[src/rtl/imm_gen_pipe_pkg.sv]
// Shared types for the decode-stage immediate generator.
package imm_pkg;

  typedef enum logic [2:0] {
    IMM_I   = 3'b000,
    IMM_S   = 3'b001,
    IMM_B   = 3'b010,
    IMM_J   = 3'b011,
    IMM_U   = 3'b100,
    IMM_Z   = 3'b101,
    IMM_SH  = 3'b110,
    IMM_RSV = 3'b111
  } imm_src_e;

  localparam int unsigned XLEN_32 = 32;
  localparam int unsigned XLEN_64 = 64;

  function automatic bit xlen_is_legal(input int unsigned xlen);
    return (xlen == XLEN_32) || (xlen == XLEN_64);
  endfunction

endpackage

[src/rtl/imm_gen_pipe_if.sv]
// Upstream (instruction) and downstream (immediate) handshake bundle.
interface imm_gen_pipe_if
  import imm_pkg::*;
#(
  parameter int unsigned XLEN  = 32,
  parameter int unsigned TAG_W = 32
);
  logic              i_immgen_valid;
  logic              o_immgen_ready;
  logic [31:7]       i_immgen_Instr;
  imm_src_e          i_immgen_ImmSrc;
  logic [TAG_W-1:0]  i_immgen_Tag;
  logic              o_immgen_valid;
  logic              i_immgen_ready;
  logic [XLEN-1:0]   o_immgen_ImmExt;
  logic [TAG_W-1:0]  o_immgen_Tag;
  logic              o_immgen_Illegal;

  // Block side
  modport slave (
    input  i_immgen_valid, i_immgen_Instr, i_immgen_ImmSrc, i_immgen_Tag, i_immgen_ready,
    output o_immgen_ready, o_immgen_valid, o_immgen_ImmExt, o_immgen_Tag, o_immgen_Illegal
  );

  // Driver side (decode upstream + execute downstream)
  modport master (
    output i_immgen_valid, i_immgen_Instr, i_immgen_ImmSrc, i_immgen_Tag, i_immgen_ready,
    input  o_immgen_ready, o_immgen_valid, o_immgen_ImmExt, o_immgen_Tag, o_immgen_Illegal
  );
endinterface

[src/rtl/imm_gen_pipe_format.sv]
// Combinational immediate extraction/extension for all RV32I/RV64I formats.
module imm_format
  import imm_pkg::*;
#(
  parameter int unsigned XLEN = 32
) (
  input  logic [31:7]     instr,
  input  imm_src_e        imm_src,
  output logic [XLEN-1:0] imm_ext,
  output logic            illegal
);

  // Decode the selected format; unlisted upper bits stay zero.
  always_comb begin
    imm_ext = '0;
    illegal = 1'b0;
    unique case (imm_src)
      IMM_I:  imm_ext = {{(XLEN-12){instr[31]}}, instr[31:20]};
      IMM_S:  imm_ext = {{(XLEN-12){instr[31]}}, instr[31:25], instr[11:7]};
      IMM_B:  imm_ext = {{(XLEN-13){instr[31]}}, instr[31], instr[7],
                         instr[30:25], instr[11:8], 1'b0};
      IMM_J:  imm_ext = {{(XLEN-21){instr[31]}}, instr[31], instr[19:12],
                         instr[20], instr[30:21], 1'b0};
      IMM_U: begin
        // Fill with the sign first so XLEN=32 needs no zero-width replication.
        imm_ext       = {XLEN{instr[31]}};
        imm_ext[31:0] = {instr[31:12], 12'b0};
      end
      IMM_Z:  imm_ext[4:0] = instr[19:15];
      IMM_SH: begin
        if (XLEN == XLEN_32) begin
          imm_ext[4:0] = instr[24:20];
          illegal      = instr[25];
        end else begin
          imm_ext[5:0] = instr[25:20];
        end
      end
      IMM_RSV: illegal = 1'b1;
    endcase
  end

endmodule

[src/rtl/imm_gen_pipe.sv]
// Registered immediate generator with a 2-entry skid buffer (OUT + SKID).
module imm_gen_pipe
  import imm_pkg::*;
#(
  parameter int unsigned XLEN  = 32,
  parameter int unsigned TAG_W = 32
) (
  input  logic          i_immgen_clk,
  input  logic          i_immgen_rst,
  imm_gen_pipe_if.slave bus
);

  typedef struct packed {
    logic [TAG_W-1:0] tag;
    logic [XLEN-1:0]  imm;
    logic             illegal;
  } entry_t;

  entry_t          new_entry;
  entry_t          out_q;
  entry_t          skid_q;
  logic            out_valid;
  logic            skid_valid;
  logic            accept;
  logic            pop;
  logic [XLEN-1:0] fmt_imm;
  logic            fmt_illegal;

  imm_format #(.XLEN(XLEN)) u_format (
    .instr   (bus.i_immgen_Instr),
    .imm_src (bus.i_immgen_ImmSrc),
    .imm_ext (fmt_imm),
    .illegal (fmt_illegal)
  );

  // Handshake terms; ready depends only on registered SKID state.
  always_comb begin
    new_entry         = '0;
    new_entry.tag     = bus.i_immgen_Tag;
    new_entry.imm     = fmt_imm;
    new_entry.illegal = fmt_illegal;
    accept            = bus.i_immgen_valid & ~skid_valid;
    pop               = out_valid & bus.i_immgen_ready;
  end

  // FIFO-ordered OUT/SKID update; a pop with SKID full cannot coincide with accept.
  always_ff @(posedge i_immgen_clk) begin
    if (i_immgen_rst) begin
      out_valid  <= 1'b0;
      out_q      <= '0;
      skid_valid <= 1'b0;
      skid_q     <= '0;
    end else if (pop && skid_valid) begin
      out_q      <= skid_q;
      skid_valid <= 1'b0;
      skid_q     <= '0;
    end else if (accept && (!out_valid || pop)) begin
      out_q     <= new_entry;
      out_valid <= 1'b1;
    end else if (accept) begin
      skid_q     <= new_entry;
      skid_valid <= 1'b1;
    end else if (pop) begin
      out_valid <= 1'b0;
    end
  end

  // Drive outputs straight from registers.
  always_comb begin
    bus.o_immgen_ready   = ~skid_valid;
    bus.o_immgen_valid   = out_valid;
    bus.o_immgen_ImmExt  = out_q.imm;
    bus.o_immgen_Tag     = out_q.tag;
    bus.o_immgen_Illegal = out_q.illegal;
  end

endmodule

[src/flat_wrapper.sv]
// flat-port wrapper written by rule: the top's interface ports become plain ports
module imm_gen_pipe_flat import imm_pkg::*;
#(
  parameter int unsigned XLEN  = 32,
  parameter int unsigned TAG_W = 32
)
  (i_immgen_clk, i_immgen_rst, bus_i_immgen_valid, bus_i_immgen_Instr, bus_i_immgen_ImmSrc, bus_i_immgen_Tag, bus_i_immgen_ready, bus_o_immgen_ready, bus_o_immgen_valid, bus_o_immgen_ImmExt, bus_o_immgen_Tag, bus_o_immgen_Illegal);
  imm_gen_pipe_if #(.XLEN(XLEN), .TAG_W(TAG_W)) bus_i ();
  input  logic i_immgen_clk;
  input  logic i_immgen_rst;
  input wire logic [$bits(bus_i.i_immgen_valid)-1:0] bus_i_immgen_valid;
  input wire logic [$bits(bus_i.i_immgen_Instr)-1:0] bus_i_immgen_Instr;
  input wire logic [$bits(bus_i.i_immgen_ImmSrc)-1:0] bus_i_immgen_ImmSrc;
  input wire logic [$bits(bus_i.i_immgen_Tag)-1:0] bus_i_immgen_Tag;
  input wire logic [$bits(bus_i.i_immgen_ready)-1:0] bus_i_immgen_ready;
  output wire logic [$bits(bus_i.o_immgen_ready)-1:0] bus_o_immgen_ready;
  output wire logic [$bits(bus_i.o_immgen_valid)-1:0] bus_o_immgen_valid;
  output wire logic [$bits(bus_i.o_immgen_ImmExt)-1:0] bus_o_immgen_ImmExt;
  output wire logic [$bits(bus_i.o_immgen_Tag)-1:0] bus_o_immgen_Tag;
  output wire logic [$bits(bus_i.o_immgen_Illegal)-1:0] bus_o_immgen_Illegal;
  assign bus_i.i_immgen_valid = bus_i_immgen_valid;
  assign bus_i.i_immgen_Instr = bus_i_immgen_Instr;
  assign bus_i.i_immgen_ImmSrc = bus_i_immgen_ImmSrc;
  assign bus_i.i_immgen_Tag = bus_i_immgen_Tag;
  assign bus_i.i_immgen_ready = bus_i_immgen_ready;
  assign bus_o_immgen_ready = bus_i.o_immgen_ready;
  assign bus_o_immgen_valid = bus_i.o_immgen_valid;
  assign bus_o_immgen_ImmExt = bus_i.o_immgen_ImmExt;
  assign bus_o_immgen_Tag = bus_i.o_immgen_Tag;
  assign bus_o_immgen_Illegal = bus_i.o_immgen_Illegal;
  imm_gen_pipe #(.XLEN(XLEN), .TAG_W(TAG_W)) u_core (.i_immgen_clk(i_immgen_clk), .i_immgen_rst(i_immgen_rst), .bus(bus_i));
endmodule
[config.mk]
export PLATFORM = sky130hd
export DESIGN_NAME = imm_gen_pipe_flat
export DESIGN_NICKNAME = d
export VERILOG_FILES = /design/src/rtl/imm_gen_pipe_pkg.sv /design/src/rtl/imm_gen_pipe_if.sv /design/src/rtl/imm_gen_pipe_format.sv /design/src/rtl/imm_gen_pipe.sv /design/src/flat_wrapper.sv
export SDC_FILE = /design/constraint.sdc
export NUM_CORES = 1
export LEC_CHECK = 0
export CAP_MARGIN = 10
export CORE_MARGIN = 3
export CORE_UTILIZATION = 57
export DETAILED_ROUTE_END_ITERATION = 7
export DONT_BUFFER_PORTS = 1
export PLACE_DENSITY = 0.75
export SETUP_SLACK_MARGIN = 0.02
export SLEW_MARGIN = 20
export SYNTH_ARGS = -nofsm -noshare
export SYNTH_HDL_FRONTEND = slang
export SYNTH_SLANG_ARGS = --single-unit
[constraint.sdc]
create_clock -name i_immgen_clk -period 1.6 [get_ports i_immgen_clk]
set_clock_uncertainty 0.15 [all_clocks]
set_input_delay 0.16 -clock i_immgen_clk [delete_from_list [all_inputs] [get_ports i_immgen_clk]]
set_output_delay 0.16 -clock i_immgen_clk [all_outputs]
set_load 0.01 [all_outputs]
==> qor_table.md, run 1 <==
| Quantity | This run | Unit |
|---|---|---|
| Share of total power in sequential cells | 41.7 | % |
| Static leakage | 0.003149 | uW |
| Vias in the first global route | 5701 | - |
| Clock transition at path regs | 0.06 | ns |
| Top-count cell post-synth | sky130_fd_sc_hd__nand2_1 | - |
| Non-filler cells, final | 945 | - |
| Number of placed instances, taps included | 808 | - |
| CTS Sinks | 132 | - |
| Reg2Reg Depth | 7 | - |
| DRC viols | 0 | - |
| Clock buffer count from CTS | 17 | - |
| Commonest cells in the netlist | sky130_fd_sc_hd__nand2_1 (172), sky130_fd_sc_hd__dfxtp_1 (132), sky130_fd_sc_hd__a21oi_1 (87) | - |
| All-Layer GR Usage | 31.88 | % |
| Maximum number of pins on one net before global-route repair | 56 | - |
| Internal power of the cells | 6468 | uW |
| Primary FF master, synth | sky130_fd_sc_hd__dfxtp_1 | - |
| Detailed-route wire length per cell | 22.71 | um |
| Beginning of the worst register-to-register path | u_core.bus.o_immgen_valid | - |
| Unrepaired setup endpoints after global routing | yes | - |
| Sum of negative setup slack | -4.052 | ns |
| Slew @ Worst Pin | 0.8650 | ns |
| Net count of the mapped netlist | 769 | - |
| Max H-tree Level | 4 | - |
| Initial detailed-routing violation count | 656 | - |
| Sequential-to-total area share from yosys stat | 47.31 | % |
| Beginning of the worst hold path | bus_i_immgen_ImmSrc[2] | - |
| Clock tree from TritonCTS | done | - |
| Min cycle time layout | 1.754 | ns |
| Launching element of the worst setup path | u_core.bus.o_immgen_valid | - |
| Largest area contributor in the synthesized netlist | sky130_fd_sc_hd__dfxtp_1 | - |
| Part of the power in the clock network | 42.8 | % |
| Via count | 6195 | - |
| Ratio of routed vias to standard cells | 6.556 | - |
| Arrival time at the worst endpoint | 2.02 | ns |
| Core Footprint | 0.009371 | mm2 |
| Critical-path top delay cell | sky130_fd_sc_hd__dfxtp_4 | - |
| Port buffer count | 0 | - |
| Fraction of layout cells with a size suffix above 1 | 21.69 | % |
| Worst ir drop on vdd | 0.8299 | mV |
| Violations in the final reports | negative setup slack | - |
| Global-route wire length before repair | 28610 | um |
| Type of the tightest min-delay check | in -> reg | - |
| Cell Chain, Critical Path | nor2b_4 > buf_6 > nor2b_4 > buf_12 > buf_12 > nor2_1 > a211oi_1 | - |
| Capturing instance or port of the critical path | u_core.skid_q[26] | - |
| Syn Std Cell Area | 0.005585 | mm2 |
| Post-route clock period utilization | 109.6 | % |
| Share of synthesized registers carrying an async set or reset | 0 | % |
| Min-Delay Path Depth | 4 | - |
| Cell count after synthesis | 705 | - |
| Die Footprint | 0.01102 | mm2 |
| Max-cap viol count | 0 | - |
| Iteration count of the initial detailed-routing pass | 6 | - |
| Count of fill cells added during filler insertion | 433 | - |
| Final Hold Vio Count | 0 | - |
| Required time of the critical path | 1.87 | ns |
| Num rows | 35 | - |
| Number of distinct library cells after synthesis | 34 | - |
| Share of Yosys cell area claimed by the top area cell type | 47.31 | % |
| Cell area power density | 1083 | mW/mm2 |
| Master cell of the clock root buffer | sky130_fd_sc_hd__clkbuf_8 | - |
| Setup slack of the worst register-to-register path | -0.15 | ns |
| Startpoint Class | flop | - |
| Outcome | finished, violations left | - |
| Wire length reported by the detailed router | 21460 | um |
| Gpl congestion | 0.7920 | - |
| Worst rel slew slack | 42.24 | % |
| Diode count | 0 | - |
| Number of antenna violations at the first check in global routing | 0 | - |
| Pins Over Slew Limit | 0 | - |
| Start-to-end type of the worst setup path | reg -> reg | - |
| Half-perimeter wire length after placement | 9875 | um |
| Post-layout power | 8883 | uW |
| PnR worst setup slack | -0.1540 | ns |
| Post-route ant nets | 0 | - |
| Width of the die | 105.0 | um |
| Switching part of the total power | 27.19 | % |
| Nets | 868 | - |
| Combinational cell fraction of total power | 15.6 | % |
| Number of warnings reported in the yosys synthesis log | 0 | - |
| Synthesized flop and latch total | 132 | - |
| Capturing point of the worst reg2reg path | u_core.skid_q[26] | - |
| Total of endpoints with negative setup slack in the final report | 93 | - |
| Number of ports placed on the die boundary | 131 | - |
| Max Clock Freq | 570.1 | MHz |
| Crit path largest cell delay | 0.38 | ns |
| Critical Path End Type | flop | - |
| Maximum net fanout on the critical path | 14 | - |
| Average cell area after synthesis | 7.922 | um2 |
| Worst-Skew Late Latency | 0.52 | ns |
| Net Sw Power | 2415 | uW |
| Top cells by area, synth | sky130_fd_sc_hd__dfxtp_1 (47%), sky130_fd_sc_hd__nand2_1 (12%), sky130_fd_sc_hd__a21oi_1 (7.8%) | - |
| Starting Density | 59.60 | % |
| Synthesis-to-layout area growth | 46.91 | % |
| Die height | 105.0 | um |
| Maximum count of clock buffers along a single path | 2 | - |
| Count of flip-flops with a built-in enable after synthesis | 0 | - |
| Overall overflow remaining after global route | 0 | - |
-- placed cells by master, fill, tap and decap left out, types with 15 or more instances in the layout --
cell,instances
sky130_fd_sc_hd__a31oi_1,15
sky130_fd_sc_hd__buf_12,18
sky130_fd_sc_hd__clkbuf_16,23
sky130_fd_sc_hd__a311oi_1,34
sky130_fd_sc_hd__buf_4,33
sky130_fd_sc_hd__nor2_1,66
sky130_fd_sc_hd__dfxtp_1,130
sky130_fd_sc_hd__dlygate4sd3_1,70
sky130_fd_sc_hd__a21oi_2,17
sky130_fd_sc_hd__nand2_1,165
sky130_fd_sc_hd__a21oi_1,70
-- per-stage QoR --
stage	util, %	setup WS [ns]	instance area [um2]	hold WS [ns]
finish	87.56	-0.1540	8205	0.02860
floorplan	-	-0.02068	5614	0.1460
global route	87.56	-0.2498	8205	0.01612
global placement	63.70	-0.008470	5969	0.08349
CTS	80.16	-0.08007	7512	-0.4494
detailed placement	63.70	-0.09132	5969	0.08411
-- area by class of cell --
cell class                 instances  area (um2)  area share (%)
clock buffer                      20       445.4           5.428
clock inverter                    11       128.9           1.571
inverter                           3       11.26          0.1372
multi-input combinational        504        3013           36.72
sequential                       132        2648           32.27
tap                              129       161.4           1.967
timing repair buffer             146        1798           21.91
-- registers in the layout, summed over array words and instances, names as in the netlist --
name / cells
u_core.bus.o_immgen_valid: 1
u_core.bus.o_immgen_Illegal: 1
u_core.bus.o_immgen_Tag: 32
u_core.bus.o_immgen_ImmExt: 32
u_core.skid_valid: 1
u_core.skid_q: 65
-- per-layer routing --
metal | wire, um | track usage, % | up-vias
li1 | - | - | 2684
met1 | 7638 | 36.62 | 2923
met2 | 10500 | 54.77 | 459
met3 | 2215 | 10.50 | 129
met4 | 1104 | 12.37 | 0
met5 | 0 | 0 | -
-- worst max-delay path, delay by kind of cell (launching register included) --
| family | cells | cell delay (ns) |
|---|---|---|
| flip-flops | 1 | 0.38 |
| buffers and inverters | 3 | 0.43 |
| AND/OR/NAND/NOR | 3 | 0.44 |
| AO/OA/AOI/OAI | 1 | 0.25 |
-- worst min-delay path by stage --
stage / endpoint / slack (ns)
final: u_core.skid_q[1] / 0.03
after global routing: u_core.skid_q[1] / 0.02
after CTS: u_core.bus.o_immgen_Tag[7] / -0.45
after detailed placement: u_core.bus.o_immgen_valid / 0.08
after global placement: u_core.bus.o_immgen_valid / 0.08
after floorplan: u_core.skid_q[33] / 0.15
-- power by group through the flow --
stage          clock (uW)  combinational (uW)  sequential (uW)
2_1_floorplan           0                 566             3710
3_5_place_dp            0                 748             3760
6_report             3800                1380             3700
5_1_grt              3950                1460             3720
4_1_cts              3770                1020             3690
3_3_place_gp            0                 717             3750
-- repair_timing --
item / 4_1_cts / 5_1_grt
hold buffers: 61 / 12
pin swaps: 17 / 37
cloned: 6 / 7
setup buffers: 6 / 15
resized for setup: 42 / 70
hold endpoints to repair: 132 / 79
endpoints found under the setup margin: 91 / 131
-- kinds of logic after synthesis --
kind of cell | count (synthesis) | share of synthesized area, %
and+or+nand+nor | 280 | 20.83
AOI/OAI and AO/OA | 213 | 24.51
DFF | 132 | 47.31
buffers and inverters | 69 | 5.152
muxes | 10 | 1.904
xor gates and xnor gates | 1 | 0.2913
Note: power is estimated with default switching activity, not from simulation.
==> run 2, diff against run 1 <==
CORE_ASPECT_RATIO = 0.7   (was not set)
CORE_UTILIZATION = 45   (was 57)
PLACE_DENSITY = not set   (was 0.75)
==> qor_table.md, run 2 (synthesis results as in run 1) <==
| Quantity | This run | Unit | Delta |
|---|---|---|---|
| Outcome | finished, violations left | - | unchanged |
| Violations in the final reports | negative setup slack | - | unchanged |
| Required time of the critical path | 1.80 | ns | was 1.87 ns |
| Maximum count of clock buffers along a single path | 2 | - | unchanged |
| Post-route design area | 0.008016 | mm2 | was 0.008205 mm2 |
| Start-to-end type of the worst setup path | reg -> reg | - | unchanged |
| PnR worst setup slack | -0.08568 | ns | was -0.1540 ns |
| Pins Over Slew Limit | 0 | - | unchanged |
| Clock buffer count from CTS | 17 | - | unchanged |
| Ratio of routed vias to standard cells | 5.886 | - | was 6.556 |
| Num rows | 33 | - | was 35 |
| Total of endpoints with negative setup slack in the final report | 52 | - | was 93 |
| Overall overflow remaining after global route | 0 | - | unchanged |
| Post-route ant nets | 0 | - | unchanged |
| Master cell of the clock root buffer | sky130_fd_sc_hd__clkbuf_16 | - | was sky130_fd_sc_hd__clkbuf_8 |
| Die height | 99.21 | um | was 105.0 um |
| All-Layer GR Usage | 24.37 | % | was 31.88% |
| Max-cap viol count | 0 | - | unchanged |
| Type of the tightest min-delay check | in -> reg | - | unchanged |
| Static leakage | 0.003001 | uW | was 0.003149 uW |
| Beginning of the worst register-to-register path | u_core.skid_valid | - | was u_core.bus.o_immgen_valid |
| Die Footprint | 0.01381 | mm2 | was 0.01102 mm2 |
| Final Hold Vio Count | 0 | - | unchanged |
| Non-filler cells, final | 952 | - | was 945 |
| Arrival time at the worst endpoint | 1.88 | ns | was 2.02 ns |
| Worst rel slew slack | 63.83 | % | was 42.24% |
| Setup slack of the worst register-to-register path | -0.09 | ns | was -0.15 ns |
| Most used cells in the layout excluding fill and tap cells | sky130_fd_sc_hd__nand2_1 (165), sky130_fd_sc_hd__dfxtp_1 (130), sky130_fd_sc_hd__dlygate4sd3_1 (69) | - | was sky130_fd_sc_hd__nand2_1 (165), sky130_fd_sc_hd__dfxtp_1 (130), sky130_fd_sc_hd__a21oi_1 (70), sky130_fd_sc_hd__dlygate4sd3_1 (70), sky130_fd_sc_hd__nor2_1 (66) |
| Launching element of the worst setup path | u_core.skid_valid | - | was u_core.bus.o_immgen_valid |
| Post-route clock period utilization | 105.4 | % | was 109.6% |
| Clock transition at path regs | 0.06 | ns | about the same |
| CTS Sinks | 132 | - | unchanged |
| Capturing instance or port of the critical path | u_core.bus.o_immgen_ImmExt[21] | - | was u_core.skid_q[26] |
| Core Footprint | 0.01193 | mm2 | was 0.009371 mm2 |
| Global-route wire length before repair | 27290 | um | was 28610 um |
| Sum of negative setup slack | -1.400 | ns | was -4.052 ns |
| Port buffer count | 0 | - | unchanged |
| Min cycle time layout | 1.686 | ns | was 1.754 ns |
| Area of placed instances | 0.005944 | mm2 | was 0.005969 mm2 |
| Cell area power density | 1104 | mW/mm2 | was 1083 mW/mm2 |
| Starting Density | 46.81 | % | was 59.60% |
| Half-perimeter wire length after placement | 10610 | um | was 9875 um |
| Max H-tree Level | 4 | - | unchanged |
| Slew @ Worst Pin | 0.5414 | ns | was 0.8650 ns |
| Max reg flops | 65 | - | unchanged |
| Gpl congestion | 0.8481 | - | was 0.7920 |
| Most common library cell in the layout ignoring fill and taps | sky130_fd_sc_hd__nand2_1 | - | unchanged |
| Detailed-route wire length per cell | 19.59 | um | was 22.71 um |
| Number of antenna violations at the first check in global routing | 0 | - | unchanged |
| Diode count | 0 | - | unchanged |
| Capturing point of the worst reg2reg path | u_core.bus.o_immgen_ImmExt[21] | - | was u_core.skid_q[26] |
| Max Clock Freq | 593.2 | MHz | was 570.1 MHz |
| Worst ir drop on vdd | 0.9292 | mV | was 0.8299 mV |
| Reg2Reg Depth | 5 | - | was 7 |
| Nets | 847 | - | was 868 |
| Maximum number of pins on one net before global-route repair | 56 | - | unchanged |
| DRC viols | 0 | - | unchanged |
| Maximum net fanout on the critical path | 10 | - | was 14 |
| Synthesis-to-layout area growth | 43.53 | % | was 46.91% |
| Worst-Skew Late Latency | 0.41 | ns | was 0.52 ns |
| Unrepaired setup endpoints after global routing | yes | - | unchanged |
| Startpoint Class | flop | - | unchanged |
| Clock tree from TritonCTS | done | - | unchanged |
| Wire length reported by the detailed router | 18650 | um | was 21460 um |
| Number of placed instances, taps included | 833 | - | was 808 |
| Number of ports placed on the die boundary | 131 | - | unchanged |
| Critical Path End Type | flop | - | unchanged |
| Initial detailed-routing violation count | 361 | - | was 656 |
| Vias in the first global route | 5284 | - | was 5701 |
| Width of the die | 139.2 | um | was 105.0 um |
| Via count | 5603 | - | was 6195 |
| Fraction of layout cells with a size suffix above 1 | 22.26 | % | was 21.69% |
| Fin Hold WS | 0.01157 | ns | was 0.02860 ns |
| Top reg by flops | u_core.skid_q | - | unchanged |
| End-of-flow core utilization | 67.18 | % | was 87.56% |
| Iteration count of the initial detailed-routing pass | 5 | - | was 6 |
-- run 2: how the worst min path moves through the flow --
stage                                           to           startpoint  cells past startpoint
finish              u_core.bus.o_immgen_ImmExt[23]         i_immgen_rst                      3
global route        u_core.bus.o_immgen_ImmExt[29]         i_immgen_rst                      3
CTS                     u_core.bus.o_immgen_Tag[5]         i_immgen_rst                      2
detailed placement       u_core.bus.o_immgen_valid         i_immgen_rst                      1
global placement       u_core.bus.o_immgen_Tag[31]         i_immgen_rst                      1
floorplan                        u_core.skid_q[33]  bus_i_immgen_Tag[0]                      2
-- run 2: metal layers --
layer | track usage, % | vias to the layer above | routed length (um)
met4 | 9.323 | 0 | 340
met2 | 37.71 | 234 | 8525
met1 | 32.28 | 2693 | 8209
met3 | 7.544 | 38 | 1572
li1 | - | 2638 | -
met5 | 0 | - | 0
-- run 2: layout make-up --
type                    instances  area [um2]
clock buffers                  18       439.2
clock inverters                13       160.2
fillers                       904        3916
inverters                       3       11.26
multi-input cells             504        3039
flip-flops and latches        132        2645
well taps                     157       196.4
repair buffers                125        1525
-- run 2: stage by stage --
step / worst slack [ns] / power, uW
after global placement: -0.02967 / 4464
after floorplan: -0.02068 / 4277
after CTS: -0.04807 / 8696
after detailed placement: -0.1058 / 4496
after global routing: -0.1195 / 9142
final: -0.08568 / 8854
-- run 2: worst max-delay path, cell delays in order (launching register included) --
cell	delay, ns
sky130_fd_sc_hd__dfxtp_2	0.34
sky130_fd_sc_hd__nor2b_4	0.13
sky130_fd_sc_hd__or3_4	0.44
sky130_fd_sc_hd__buf_12	0.18
sky130_fd_sc_hd__a211o_1	0.24
sky130_fd_sc_hd__a21oi_2	0.14
-- run 2: report_power, final --
group,switching [uW],internal [uW]
logic,610,599
clock network,1480,2480
registers,206,3490
total,2290,6560
-- run 2: timing repair --
action / 4_1_cts / 5_1_grt
pin swaps: 10 / 34
endpoints found under the setup margin: 86 / 130
gates resized for setup: 25 / 87
gates cloned: 3 / 7
hold buffers: 70 / 2
hold endpoints to repair: 130 / 26
setup buffers: 3 / 3
==> run 3, diff against run 2 <==
DONT_BUFFER_PORTS = not set   (was 1)
PLACE_DENSITY = 0.76   (was not set)
==> qor_table.md, run 3 (synthesis results as in run 1) <==
| Quantity | This run | Unit | Delta |
|---|---|---|---|
| Outcome | finished, violations left | - | unchanged |
| Violations in the final reports | negative setup slack | - | unchanged |
| Core Footprint | 0.01193 | mm2 | unchanged |
| Post-layout power | 9648 | uW | was 8854 uW |
| Worst rel slew slack | 70.51 | % | was 63.83% |
| Cell area power density | 971.9 | mW/mm2 | was 1104 mW/mm2 |
| Detailed-route wire length per cell | 26.89 | um | was 19.59 um |
| Switching part of the total power | 28.93 | % | was 25.89% |
| Iteration count of the initial detailed-routing pass | 5 | - | unchanged |
| Post-route design area | 0.009927 | mm2 | was 0.008016 mm2 |
| Number of cells on the critical path | 8 | - | was 5 |
| Wire length reported by the detailed router | 28400 | um | was 18650 um |
| Half-perimeter wire length after placement | 11490 | um | was 10610 um |
| Pins Over Slew Limit | 0 | - | unchanged |
| Post-route ant nets | 0 | - | unchanged |
| Top reg by flops | u_core.skid_q | - | unchanged |
| Internal power of the cells | 6856 | uW | was 6562 uW |
| DRC viols | 0 | - | unchanged |
| Part of the power in the clock network | 41.3 | % | was 44.7% |
| Family of cells with the greatest summed delay on the critical path | buffers and inverters | - | was simple AND/OR/NAND/NOR gates |
| CTS Sinks | 132 | - | unchanged |
| Combinational cell fraction of total power | 20.9 | % | was 13.6% |
| Vias in the first global route | 5974 | - | was 5284 |
| Min-Delay Path Depth | 3 | - | unchanged |
| Fin Hold WS | 0.1819 | ns | was 0.01157 ns |
| Max reg flops | 65 | - | unchanged |
| Worst ir drop on vdd | 0.9622 | mV | was 0.9292 mV |
| Initial detailed-routing violation count | 944 | - | was 361 |
| Via count | 7074 | - | was 5603 |
| Maximum count of clock buffers along a single path | 2 | - | unchanged |
| Ratio of routed vias to standard cells | 6.699 | - | was 5.886 |
| Global-route wire length before repair | 31380 | um | was 27290 um |
| All-Layer GR Usage | 28.20 | % | was 24.37% |
| Arrival time at the worst endpoint | 1.98 | ns | was 1.88 ns |
| Required time of the critical path | 1.76 | ns | was 1.80 ns |
| Crit path largest cell delay | 0.33 | ns | was 0.44 ns |
| Number of antenna violations at the first check in global routing | 1 | - | was 0 |
| Most used cells in the layout excluding fill and tap cells | sky130_fd_sc_hd__dfxtp_1 (130), sky130_fd_sc_hd__nand2_1 (126), sky130_fd_sc_hd__dlygate4sd2_1 (66) | - | was sky130_fd_sc_hd__nand2_1 (165), sky130_fd_sc_hd__dfxtp_1 (130), sky130_fd_sc_hd__dlygate4sd3_1 (69) |
| Critical Path End Type | flop | - | unchanged |
| Die height | 99.21 | um | unchanged |
| Type of the tightest min-delay check | in -> reg | - | unchanged |
| Slew @ Worst Pin | 0.4415 | ns | was 0.5414 ns |
| Clock tree from TritonCTS | done | - | unchanged |
| Total of endpoints with negative setup slack in the final report | 119 | - | was 52 |
| Reg2Reg Depth | 8 | - | was 5 |
| Number of placed instances, taps included | 978 | - | was 833 |
| Max H-tree Level | 4 | - | unchanged |
| Master cell of the clock root buffer | sky130_fd_sc_hd__clkbuf_16 | - | unchanged |
| Max-cap viol count | 0 | - | unchanged |
| Width of the die | 139.2 | um | unchanged |
| Sum of buffers and inverters on the critical path | 5 | - | was 1 |
| Most used cell along the critical path | sky130_fd_sc_hd__buf_6 | - |  |
| Maximum net fanout on the critical path | 6 | - | was 10 |
| Maximum number of pins on one net before global-route repair | 34 | - | was 56 |
| Post-route clock period utilization | 113.3 | % | was 105.4% |
| Most common library cell in the layout ignoring fill and taps | sky130_fd_sc_hd__dfxtp_1 | - | was sky130_fd_sc_hd__nand2_1 |
| Cell Chain, Critical Path | nor2_1 > buf_4 > nor3_4 > buf_6 > buf_12 > buf_16 > buf_6 > a311oi_1 | - | was nor2b_4 > or3_4 > buf_12 > a211o_1 > a21oi_2 |
| Unrepaired setup endpoints after global routing | yes | - | unchanged |
| Num rows | 33 | - | unchanged |
| Fraction of layout cells with a size suffix above 1 | 38.08 | % | was 22.26% |
| Worst-Skew Late Latency | 0.42 | ns | was 0.41 ns |
| Synthesis-to-layout area growth | 77.73 | % | was 43.53% |
| Gpl congestion | 0.8958 | - | was 0.8481 |
| Port buffer count | 130 | - | was 0 |
| Starting Density | 46.81 | % | unchanged |
| Count of fill cells added during filler insertion | 535 | - | was 904 |
| Net Sw Power | 2791 | uW | was 2292 uW |
| Critical-path top delay cell | sky130_fd_sc_hd__dfxtp_2 | - | was sky130_fd_sc_hd__or3_4 |
| Final Hold Vio Count | 0 | - | unchanged |
| Die Footprint | 0.01381 | mm2 | unchanged |
| Area of placed instances | 0.007428 | mm2 | was 0.005944 mm2 |
| Overall overflow remaining after global route | 0 | - | unchanged |
| PnR worst setup slack | -0.2122 | ns | was -0.08568 ns |
| Share of total power in sequential cells | 37.8 | % | was 41.7% |
| Static leakage | 0.004124 | uW | was 0.003001 uW |
| End-of-flow core utilization | 83.19 | % | was 67.18% |
| Max Clock Freq | 551.8 | MHz | was 593.2 MHz |
| Startpoint Class | flop | - | unchanged |
| Non-filler cells, final | 1056 | - | was 952 |
| Clock transition at path regs | 0.06 | ns | about the same |
| Nets | 950 | - | was 847 |
| Number of ports placed on the die boundary | 131 | - | unchanged |
| Start-to-end type of the worst setup path | reg -> reg | - | unchanged |
| Clock buffer count from CTS | 17 | - | unchanged |
| Min cycle time layout | 1.812 | ns | was 1.686 ns |
[run 3: cell types whose count changed in the layout (fill, tap and decap cells not counted), moves of 27 or more]
cell / change
sky130_fd_sc_hd__dlygate4sd2_1: +66
sky130_fd_sc_hd__clkdlybuf4s50_1: +62
sky130_fd_sc_hd__nor2_1: -27
sky130_fd_sc_hd__nand2_4: +32
sky130_fd_sc_hd__nand2_1: -39
sky130_fd_sc_hd__dlygate4sd3_1: -68
[run 3: worst paths after layout]
path / startpoint / endpoint / slack (ns)
worst min-delay path: bus_i_immgen_Tag[21] / u_core.skid_q[54] / 0.18
worst min register to register: u_core.bus.o_immgen_ImmExt[25] / u_core.bus.o_immgen_ImmExt[25] / 0.30
worst max-delay path: u_core.skid_valid / u_core.bus.o_immgen_ImmExt[7] / -0.21
worst max register to register: u_core.skid_valid / u_core.bus.o_immgen_ImmExt[7] / -0.21
[run 3: area by class of cell]
class	count	area (um2)	area share, %
tap	157	196.4	1.979
inverter	3	11.26	0.1134
clock buffer	18	429.2	4.323
clock inverter	13	161.4	1.626
antenna	1	2.502	0.02521
timing repair buffer	228	2738	27.58
multi-input combinational	504	3744	37.71
sequential	132	2645	26.64
[run 3: worst reg2reg max path: cells and delay by family (launching register included)]
family,cells,cell delay [ns]
buf+inv,5,0.69
compound gates,1,0.28
simple gates,2,0.24
flops,1,0.33
[run 3: power groups by stage]
stage / Clock [uW] / Sequential (uW) / Combinational, uW
6_report: 3990 / 3640 / 2020
5_1_grt: 4130 / 3650 / 2080
4_1_cts: 3910 / 3590 / 1500
3_5_place_dp: 0 / 3660 / 1370
3_3_place_gp: 0 / 3660 / 1330
2_1_floorplan: 0 / 3710 / 566
[run 3: routing by layer]
metal  wire length [um]  global-route usage, %  vias to the layer above
li1                   -                      -                     2863
met1              10330                  37.09                     3340
met2              12780                  44.57                      666
met3               3443                  7.544                      205
met4               1848                  11.20                        0
met5                  0                      0                        -
[run 3: repair_timing]
| action | 4_1_cts | 5_1_grt |
|---|---|---|
| endpoints found under the hold margin | 4 | 0 |
| hold buffers | 1 | 0 |
| gates resized for setup | 126 | 269 |
| pin swaps | 16 | 116 |
| endpoints found under the setup margin | 166 | 131 |
| buffers inserted | 16 | 8 |
| cloned | 10 | 14 |
[run 3: through the flow]
step | setup TNS, ns | setup slack, ns
5_1_grt | -13.64 | -0.2614
6_report | -9.442 | -0.2122
3_5_place_dp | -46.59 | -0.4886
4_1_cts | -2.584 | -0.08530
3_3_place_gp | -39.61 | -0.3998
2_1_floorplan | -0.1873 | -0.02068
